**src/rtl/fpu_result_wb.sv**
```systemverilog
// FPU result writeback stage: formats each FPU result, buffers it in a small
// FIFO with valid/ready on both sides, and owns the architectural fflags
// (sticky) and frm registers.
module fpu_result_wb #(
  parameter int DEPTH = 2,
  parameter int XLEN  = 64
) (
  input  logic            clk_i,
  input  logic            rst_ni,
  input  logic            in_valid_i,
  output logic            in_ready_o,
  input  logic [XLEN-1:0] in_result_i,
  input  logic [4:0]      in_flags_i,
  input  logic            in_cmp_i,
  input  logic            in_is_cmp_i,
  input  logic            in_is_sp_i,
  input  logic            in_to_int_i,
  input  logic [4:0]      in_rd_i,
  output logic            out_valid_o,
  input  logic            out_ready_i,
  output logic [XLEN-1:0] out_data_o,
  output logic [4:0]      out_rd_o,
  output logic            out_to_int_o,
  input  logic            flush_i,
  input  logic            csr_we_i,
  input  logic [1:0]      csr_sel_i,
  input  logic [7:0]      csr_wdata_i,
  output logic [7:0]      csr_rdata_o,
  output logic [2:0]      frm_o
);

  localparam int PTR_W = $clog2(DEPTH);
  localparam int CNT_W = PTR_W + 1;

  // FIFO storage and bookkeeping
  logic [XLEN-1:0]  data_q   [DEPTH];
  logic [4:0]       rd_q     [DEPTH];
  logic             to_int_q [DEPTH];
  logic [PTR_W-1:0] wptr_q, wptr_d;
  logic [PTR_W-1:0] rptr_q, rptr_d;
  logic [CNT_W-1:0] count_q, count_d;

  // Architectural CSR state
  logic [4:0] fflags_q, fflags_d;
  logic [2:0] frm_q, frm_d;

  logic            enq;
  logic            deq;
  logic            wr_en;
  logic [XLEN-1:0] fmt_data;

  // Result formatting applied before the entry is stored
  always_comb begin
    fmt_data = in_result_i;
    if (in_is_cmp_i) begin
      fmt_data = {{(XLEN-1){1'b0}}, in_cmp_i};
    end else if (in_to_int_i) begin
      fmt_data = {{(XLEN-32){in_result_i[31]}}, in_result_i[31:0]};
    end else if (in_is_sp_i) begin
      fmt_data = {{(XLEN-32){1'b1}}, in_result_i[31:0]};
    end
  end

  // Handshakes: no full-bypass, so in_ready depends only on the stored count
  assign in_ready_o  = (count_q != CNT_W'(DEPTH));
  assign out_valid_o = (count_q != '0);
  assign enq         = in_valid_i && in_ready_o;
  assign deq         = out_valid_o && out_ready_i;
  // A flush drops the incoming entry; its flags are still accumulated below
  assign wr_en       = enq && !flush_i;

  // Pointer and occupancy next-state
  always_comb begin
    wptr_d  = wptr_q;
    rptr_d  = rptr_q;
    count_d = count_q;
    if (flush_i) begin
      wptr_d  = '0;
      rptr_d  = '0;
      count_d = '0;
    end else begin
      if (wr_en) wptr_d = wptr_q + PTR_W'(1);
      if (deq)   rptr_d = rptr_q + PTR_W'(1);
      case ({wr_en, deq})
        2'b10:   count_d = count_q + CNT_W'(1);
        2'b01:   count_d = count_q - CNT_W'(1);
        default: count_d = count_q;
      endcase
    end
  end

  // CSR next-state: writes and newly raised flags both take effect
  always_comb begin
    fflags_d = fflags_q;
    frm_d    = frm_q;
    if (csr_we_i && csr_sel_i[0]) fflags_d = csr_wdata_i[4:0];
    if (enq)                      fflags_d = fflags_d | in_flags_i;
    if (csr_we_i && csr_sel_i == 2'b10) frm_d = csr_wdata_i[2:0];
    if (csr_we_i && csr_sel_i == 2'b11) frm_d = csr_wdata_i[7:5];
  end

  // Control and CSR registers
  always_ff @(posedge clk_i or negedge rst_ni) begin
    if (!rst_ni) begin
      wptr_q   <= '0;
      rptr_q   <= '0;
      count_q  <= '0;
      fflags_q <= '0;
      frm_q    <= '0;
    end else begin
      wptr_q   <= wptr_d;
      rptr_q   <= rptr_d;
      count_q  <= count_d;
      fflags_q <= fflags_d;
      frm_q    <= frm_d;
    end
  end

  // Entry storage; cleared on reset so the head reads as zero when empty
  always_ff @(posedge clk_i or negedge rst_ni) begin
    if (!rst_ni) begin
      for (int i = 0; i < DEPTH; i++) begin
        data_q[i]   <= '0;
        rd_q[i]     <= '0;
        to_int_q[i] <= 1'b0;
      end
    end else if (wr_en) begin
      data_q[wptr_q]   <= fmt_data;
      rd_q[wptr_q]     <= in_rd_i;
      to_int_q[wptr_q] <= in_to_int_i;
    end
  end

  // Head entry is always presented straight from the registered storage
  assign out_data_o   = data_q[rptr_q];
  assign out_rd_o     = rd_q[rptr_q];
  assign out_to_int_o = to_int_q[rptr_q];

  // CSR read mux, zero-extended to the fcsr width
  always_comb begin
    csr_rdata_o = '0;
    case (csr_sel_i)
      2'b01:   csr_rdata_o = {3'b000, fflags_q};
      2'b10:   csr_rdata_o = {5'b00000, frm_q};
      2'b11:   csr_rdata_o = {frm_q, fflags_q};
      default: csr_rdata_o = '0;
    endcase
  end

  assign frm_o = frm_q;

endmodule

```
**config.mk**
```make
export PLATFORM = sky130hd
export DESIGN_NAME = fpu_result_wb
export DESIGN_NICKNAME = d
export VERILOG_FILES = /design/src/rtl/fpu_result_wb.sv
export SDC_FILE = /design/constraint.sdc
export NUM_CORES = 1
export LEC_CHECK = 0
export CELL_PAD_IN_SITES_DETAIL_PLACEMENT = 0
export CELL_PAD_IN_SITES_GLOBAL_PLACEMENT = 1
export CORE_MARGIN = 2
export CORE_UTILIZATION = 30
export CTS_CLUSTER_DIAMETER = 200
export DETAILED_ROUTE_END_ITERATION = 7
export GPL_TIMING_DRIVEN = 0
export HOLD_SLACK_MARGIN = 0.08
export PLACE_DENSITY_LB_ADDON = 0.1
export SYNTH_ARGS = -nofsm -noshare
export SYNTH_HDL_FRONTEND = slang
export SYNTH_SLANG_ARGS = --single-unit
```
**constraint.sdc**
```tcl
create_clock -name clk_i -period 1.9 [get_ports clk_i]
set_input_delay 0.38 -clock clk_i [delete_from_list [all_inputs] [get_ports clk_i]]
set_output_delay 0.38 -clock clk_i [all_outputs]
set_load 0.01 [all_outputs]
```
Word-level counts from Yosys, hierarchy flattened
Cells that the tools add are included.
{"block": "word_totals", "latchBits": 0, "regBits": 152, "rom_bits": 0, "elab_cells": 72, "n_memories": 0, "ramBits": 0}
{"block": "classes", "order_cmp": 3, "n_bitwise": 3, "mux": 32, "shifts": 0, "reduce_logical": 13, "multipliers": 0, "eq_ne": 6, "div_mod_pow": 0, "add_sub_neg": 4}
{"operator": "$mux 64", "count": 7}
{"operator": "$bwmux 128", "count": 1}
{"operator": "$demux 64 s1", "count": 1}
{"operator": "$mux 5", "count": 6}
{"operator": "$pmux 8 s3", "count": 1}
{"operator": "$bwmux 10", "count": 1}
{"operator": "$mux 1", "count": 8}
{"operator": "$reduce_bool 2->1", "count": 4}
{"operator": "$logic_and 1x1->1", "count": 7}
{"operator": "$eq 2x2->1 const B", "count": 3}
{"operator": "$mux 3", "count": 2}
{"operator": "$demux 5 s1", "count": 1}
{"operator": "$or 5x5->5", "count": 1}
{"operator": "$eq 2x1->1 const B", "count": 2}
{"operator": "$ge 2x2->1 const B", "count": 2}
{"operator": "$not 1->2", "count": 2}
{"operator": "$pmux 2 s2", "count": 1}
{"operator": "$reduce_bool 3->1", "count": 1}
{"operator": "$add 1x1->1 const B", "count": 2}
{"operator": "$add 2x1->2 const B", "count": 1}
{"operator": "$bwmux 2", "count": 1}
{"operator": "$lt 2x1->1 const B", "count": 1}
{"operator": "$mux 2", "count": 1}
{"operator": "$ne 2x2->1 const B", "count": 1}
{"operator": "other kinds (3)", "count": 3}

Depth between registers and ports, before layout
{"block": "depth", "depth_word": 6, "depth_mapped": 6, "depth_no_buf": 4}

Worst setup path after synthesis
No wires, ideal clock.
{"block": "synth_timing", "kind": "flip-flop to flip-flop", "startpoint": "reg count_q[1]", "endpoint": "reg data_q[65] in the netlist's numbering", "arrival_ns": 1.576, "setup_ns": 0.125, "slack_ns": 0.199, "synth_period_minus_slack_ns": 1.701, "t_required_ns": 1.775, "n_path_buf": 2, "path_stages_with_launch": 6, "cell_sequence": "dfrtp_1 nor2b_1 or4_1 buf_2 buf_6 mux2_4"}
{"block": "synth_via", "elab_chain_cells": 3}
{"element": "from (decl)", "line": "41", "rtl": "logic [CNT_W-1:0] count_q, count_d;"}
{"element": "from (signal assigned)", "line": "113", "rtl": "count_q <= count_d;"}
{"element": "$ne 2x2->1", "line": "65", "rtl": "assign in_ready_o = (count_q != CNT_W'(DEPTH));"}
{"element": "$logic_and 1x1->1", "line": "67", "rtl": "assign enq = in_valid_i && in_ready_o;"}
{"element": "$logic_and 1x1->1", "line": "70", "rtl": "assign wr_en = enq && !flush_i;"}
{"element": "to (signal, indexed assignment)", "line": "128", "rtl": "data_q[wptr_q] <= fmt_data;"}
{"element": "to (decl)", "line": "36", "rtl": "logic [XLEN-1:0] data_q [DEPTH];"}
Every way passes these cells.
A chain may end at the register's enable or synchronous reset.

Final worst setup path
{"block": "layout_timing", "startpoint": "reg rptr_q", "endpoint": "out out_rd_o[0]"}
{"block": "layout_via", "elab_chain_cells": 4}
{"element": "from (decl)", "line": "40", "rtl": "logic [PTR_W-1:0] rptr_q, rptr_d;"}
{"element": "from (signal assigned)", "line": "112", "rtl": "rptr_q <= rptr_d;"}
{"element": "$not 1->2 (not written as such)", "line": "136", "rtl": "assign out_rd_o = rd_q[rptr_q];"}
{"element": "$mux 5 (not written as such) (3 in a row)", "line": "136"}
{"element": "to (decl)", "line": "22", "rtl": "output logic [4:0] out_rd_o,"}
Every way passes these cells. The select of a mux whose other input is x is not followed.

==> summary.txt <==
Max Cap Viol = 0
Worst-Skew Late Latency = 0.42 ns
EDFF count, synth = 0
PwrDens = 990.0 nW/um2
Die width = 160.9 um
Synth area leader = dfrtp_1
Worst slew margin = 45.24%
Final Skew = 0.01057 ns
Worst Hold Path EP = frm_o[2]$_DFFE_PN0P_
Initial Util = 30.46%
TritonCTS clock tree = built
Synth area leaders = dfrtp_1, mux2_2, mux2_1
# fillers = 2268
R2R Setup Slk = 0.09 ns
Total gr overflow = 0
CP Capture Type = output pin
Max Clk Rate = 0.4647 GHz
Crit Path Class = register to output pin
WHS = 0.4091 ns
Hold Path Stages = 3
First-pass GRT wire length = 31020 um
Post-route ant nets = 0
FF/Latch Area = 3807 um2
Internal power = 0.007782 W
DP HPWL = 13780 um
Drt first pass iters = 5
Detailed-route DRC error count = 0
Core box area = 24250 um2
Seq/Total Area, Yosys = 51.49%
Drt initial violations = 167
Layout Nets = 876
Sw power = 0.002924 W
Post-synth top cells = dfrtp_1, mux2_2, nor3_1, mux2_1, nor2b_1
Synth Cell Area = 7387 um2
All-Layer GR Usage = 15.49%
Status = finished with violations
Chip Height = 160.9 um
Total Wirelength = 20640 um
R2R Path End = rd_q[7]$_DFFE_PN0P_
Failing checks = setup timing
Area growth from synthesis to layout = 46.39%
Vias = 5247
Clock share of power = 31.5%
Synth cell types = 29
Worst r2r src = count_q[1]$_DFFE_PN0P_
# setup viols final = 70
Min-delay src = csr_sel_i[0]
Slew Limit Fails = 0
Share of layout cells above drive strength 1 = 43.02%
Area share of the largest cell type after synthesis = 51.49%
WL/cell = 18.45 um
Combinational Power Share = 28.6%
Critical Path Start Type = register
Unrepaired setup endpoints after global routing = yes
Net Sw Frac = 27.32%
Diode count = 0
Die area = 25900 um2
Setup tns final = -11.77 ns
WP data required = 1.52 ns
H-tree Lvls = 4
Gp weighted congestion = 0.7785
R2r worst-path depth = 5
PortBufs = 173
Type of the worst min-delay path = input pin to register
P_leak = 4.982 nW
Synthesized Nets = 649
CP max FO = 7
Peak VDD IR = 467.5 uV
Post-synthesis cell count = 555
Final setup margin = -0.2521 ns
Post-place setup slack = -0.8485 ns
Vias in the first global route = 5735
Top Ports = 177
Clock slew seen by the registers of the worst setup and hold paths = 0.07 ns
Yosys warnings = 0
Post-synth top flop = dfrtp_1
Most numerous cell in the Yosys netlist = dfrtp_1
Design Power = 0.01071 W
Synth Area per Inst = 13.31 um2
Routed vias/inst = 4.689
Number of buffers created by CTS = 17
Min Tclk post-route = 2.152 ns
Pin count of the biggest net entering global routing = 97
Critical path arrival = 1.77 ns
Final hold vios = 0
Least-Margin Pin Slew = 0.8214 ns
Tcrit/Tclk final = 113.3%
Clock root buffer master = clkbuf_16
Clock buffer depth = 2
Multi-input logic area = 3517 um2
Initial antenna violation count = 0
Rows = 57
Sink Count = 152
Asr flop ratio synth = 100.0%
Seq pwr share = 40.0%
Seq cells post-synth = 152
==> worst max-delay path, cell delays in order (launching register included) <==
cell	delay [ns]
dfrtp_2	0.46
clkbuf_16	0.19
clkbuf_16	0.16
buf_6	0.11
mux2_4	0.29
buf_6	0.12
==> metrics by stage <==
| stage | utilization, % | std cells | area, um2 |
|---|---|---|---|
| 2_1_floorplan | - | 555 | 7387 |
| 3_3_place_gp | 39.28 | 1052 | 9524 |
| 3_5_place_dp | 39.40 | 1053 | 9553 |
| 4_1_cts | 42.67 | 1089 | 10350 |
| 5_1_grt | 44.60 | 1119 | 10810 |
| 6_report | 44.60 | 1119 | 10810 |
==> worst max-delay path by stage <==
stage	from	end	slack [ns]	depth (start not counted)
2_1_floorplan	count_q[1]$_DFFE_PN0P_	data_q[65]$_DFFE_PN0P_	0.20	5
3_3_place_gp	rst_ni	frm_o[2]$_DFFE_PN0P_	-5.89	1
4_1_cts	rptr_q$_DFFE_PN0P_	out_data_o[1]	-0.29	4
3_5_place_dp	rptr_q$_DFFE_PN0P_	out_data_o[53]	-0.85	4
5_1_grt	rptr_q$_DFFE_PN0P_	out_data_o[25]	-0.30	5
6_report	rptr_q$_DFFE_PN0P_	out_rd_o[0]	-0.25	5
==> layout by cell type, fill, tap and decap left out, types with 2 or more instances in the layout <==
cell,n
buf_4,10
mux2_4,71
clkdlybuf4s50_1,92
dfrtp_2,3
inv_6,3
or2_2,2
buf_2,11
nor2b_4,2
o21ai_0,2
dlymetal6s2s_1,2
buf_6,73
a22o_1,3
nor2_1,5
clkbuf_16,25
and2_1,3
nor2b_1,32
bufinv_16,2
buf_8,3
nor3_1,64
dfrtp_1,149
clkbuf_2,23
buf_12,3
dlygate4sd2_1,8
clkinv_4,2
clkinvlp_4,4
mux2_2,100
mux2i_1,4
clkinv_2,2
mux2_1,40
clkbuf_1,18
a221o_1,5
a21oi_1,7
and3_1,8
==> flip-flops by register name (all words and copies together), names as in the netlist <==
signal and count:
rd_q 10, count_q 2, frm_o 3, wptr_q 1
fflags_q 5, rptr_q 1, to_int_q 2, data_q 128
==> area by class of cell <==
class	instances	share of cell area [%]
sequential	152	35.21
inverter	2	0.06942
timing repair buffer	209	19.39
tap	324	3.749
buffer	43	3.726
clock inverter	13	1.331
clock buffer	19	4.003
multi-input combinational	357	32.52
==> metal layers <==
layer | vias to the layer above | global-route usage, % | routed length (um)
met3 | 28 | 3.900 | 998
met5 | - | 0 | 0
met2 | 133 | 26.12 | 10090
met4 | 0 | 5.601 | 409
met1 | 2638 | 19.27 | 9138
li1 | 2448 | - | -
==> kinds of logic (layout without fill, tap and decap cells) <==
kind of cell	count (synthesis)	in the layout	share of synthesized area [%]
mux	215	215	34.23
flops	152	152	51.49
simple gates	122	122	9.130
buf+inv	46	286	3.184
compound gates	19	19	1.846
xor+xnor	1	1	0.1186
==> power by group through the flow <==
stage	combinational, W	clock (W)	sequential, W
floorplan	0.00152	0	0.00420
global placement	0.00273	0	0.00426
detailed placement	0.00278	0	0.00431
CTS	0.00278	0.00346	0.00426
global route	0.00330	0.00362	0.00437
finish	0.00306	0.00337	0.00428
==> repair_timing <==
action,4_1_cts,5_1_grt
hold endpoints to repair,56,0
endpoints found under the setup margin,220,142
cloned,1,7
resized for setup,267,163
hold buffers,1,0
buffers inserted,3,23
Power figures use the tool's default switching activity.
==> patch (config.mk and constraints unchanged) <==
Set the parameter `XLEN` to 96 (it was 64).
--- a/src/rtl/fpu_result_wb.sv
+++ b/src/rtl/fpu_result_wb.sv
@@ -3,7 +3,7 @@
 // (sticky) and frm registers.
 module fpu_result_wb #(
   parameter int DEPTH = 2,
-  parameter int XLEN  = 64
+  parameter int XLEN  = 96
 ) (
   input  logic            clk_i,
   input  logic            rst_ni,
Interface: changed (resized in_result_i and out_data_o); port bits go from 177 to 241. No check against the original RTL was run, so the function may have changed too.
==> patch against the original RTL <==
- the run still ends with setup timing left
- design area increased by 52%
- global-route usage increased by 1.2 points
- routed wire length increased by 58%
- synthesized area increased by 45%
- non-clock buffer count increased by 117
- worst setup slack got worse by 0.15 ns
- sequential cell count increased by 64
- sequential power increased by 44%
- fmax decreased by 6.5%
- total power increased by 55%
- combinational power increased by 69%
- clock skew decreased by 0.0013 ns
- synthesized cell count increased by 45%
- register-to-register slack got worse by 0.14 ns
- critical path type unchanged
- critical endpoint is now out_data_o[63]
==> patch: results (changes against the original RTL) <==
[status]
status=complete, but fails checks
violations=setup timing

[clock_network]
cts_max_path_buffers=3  ; +1
cts_inserted_buffers=26  ; +9
clk_latency_ns=0.53  ; +0.11 ns

[place]
hpwl_mm=20.4  ; +48%
port_buffers=237  ; +37%
dpl_cell_area_um2=13700  ; +43%
placed_cells=1502  ; +43%
gp_congestion=0.742  ; -4.7%

[detailed_routing]
wl_per_cell_um=20.2  ; +9.6%
drt_wl_total_mm=32.6  ; +58%
dr.pass1.iters=4  ; -1
drtIter0Drc=227  ; +36%
viasPerCell=4.68  ; -0.20%

[critical_path]
r2r-end=data_q[187]$_DFFE_PN0P_
r2r_cells=6  ; +1
r2r_slack_ns=-0.05  ; -0.14 ns
critPathMaxFanout=6  ; -1
crit_end=out_data_o[63]
critPathArrivalTime_ns=1.92  ; +0.15 ns

[synth]
yosys_warnings=0  ; unchanged
synth_fp_nets=929  ; +43%
synth_area_per_cell_um2=13.3  ; about the same
synth.top_cells.by_area=dfrtp_1, mux2_2, mux2_4
yosysSeqAreaShare_pct=50.5  ; -0.94 points
synth_commonest_cells=mux2_2, dfrtp_1, nor3_1

[finish]
reg_top3=data_q x192, rd_q x10, fflags_q x5
layout-drive-gt1-share_pct=50.4  ; +7.4 points
nets=1258  ; +44%

[timing]
finClkSkew_ns=0.00930  ; -0.00128 ns
setup_viol=182  ; +160%
max-slew-margin-rel_pct=41.9  ; -3.3 points
setup_ws_ns=-0.402  ; -0.150 ns
fin_tns_setup_ns=-34.35  ; -22.57 ns

[power_and_ir_drop]
p_leak_uw=0.00773  ; +55%
ir_drop_mv=0.687  ; +47%

[global_route]
grt_pass1_vias=8038  ; +40%
grtUsageTotal_pct=16.7  ; +1.2 points
antenna_found_initial=2  ; +2
grt_first_pass_wirelength_mm=47.6  ; +54%
grt_max_degree=111  ; +14%

-- patch: cell types whose count changed after synthesis, sizes merged --
cell,change
nor3,+64
buf,+12
mux2,+96
clkbuf,+12
dfrtp,+64
-- patch: cell families after synthesis --
group	Yosys count	synth area share, %
xor gates and xnor gates	1	0.0819
DFF	216	50.5
buffers and inverters	70	3.24
and+or+nand+nor	186	9.34
AOI/OAI and AO/OA	19	1.28
muxes	311	35.5
-- patch: power by group --
part,switching (uW),total (uW),leakage (uW),internal (uW)
logic,1800,5170,0.00454,3370
registers,534,6150,0.00273,5620
clock network,2000,5320,0.000464,3320
-- patch: routing by layer --
metal | wire [um] | track usage (%) | up-vias
met5 | 7 | 0 | -
met2 | 15400 | 27.0 | 154
li1 | - | - | 3562
met1 | 15200 | 23.1 | 3802
met4 | 416 | 3.05 | 2
met3 | 1630 | 3.46 | 33
-- patch: final cells by class --
| cell class | count | area [um2] |
|---|---|---|
| clock inverter | 5 | 78.8 |
| multi-input combinational | 517 | 5350 |
| inverter | 2 | 7.51 |
| sequential | 216 | 5410 |
| tap | 461 | 577 |
| clock buffer | 43 | 856 |
| antenna | 1 | 2.50 |
| fill | 3200 | 18800 |
| timing repair buffer | 304 | 3530 |
| buffer | 65 | 672 |
-- patch: worst max-delay path, delay by kind of cell, from the launching register on --
kind                   cells  cell delay, ns
buffers and inverters      4            0.60
multiplexers               1            0.32
flip-flops                 1            0.47
-- patch: per-stage QoR --
stage,utilization [%],setup WS [ns]
final,46.7,-0.402
after global routing,46.7,-0.467
after CTS,44.3,-0.477
after detailed placement,38.7,-1.18
after global placement,38.6,-9.67
after floorplan,-,0.124
-- patch: repair_timing --
item | CTS | global route
gates resized for setup | 662 | 158
endpoints found under the setup margin | 275 | 284
cloned | 11 | 13
pin swaps | 0 | 0
setup buffers | 28 | 18
endpoints found under the hold margin | 106 | 0
hold buffers | 1 | 0
-- patch: how the worst min path moves through the flow --
| stage | start | slack, ns | cells past startpoint | end |
|---|---|---|---|---|
| after floorplan | rst_ni | 0.08 | 0 | count_q[0]$_DFFE_PN0P_ |
| after global placement | data_q[86]$_DFFE_PN0P_ | 0.48 | 1 | data_q[86]$_DFFE_PN0P_ |
| after detailed placement | data_q[59]$_DFFE_PN0P_ | 0.49 | 1 | data_q[59]$_DFFE_PN0P_ |
| after CTS | csr_sel_i[0] | 0.29 | 3 | frm_o[2]$_DFFE_PN0P_ |
| after global routing | in_valid_i | 0.31 | 3 | count_q[0]$_DFFE_PN0P_ |
| final | in_valid_i | 0.31 | 3 | count_q[0]$_DFFE_PN0P_ |
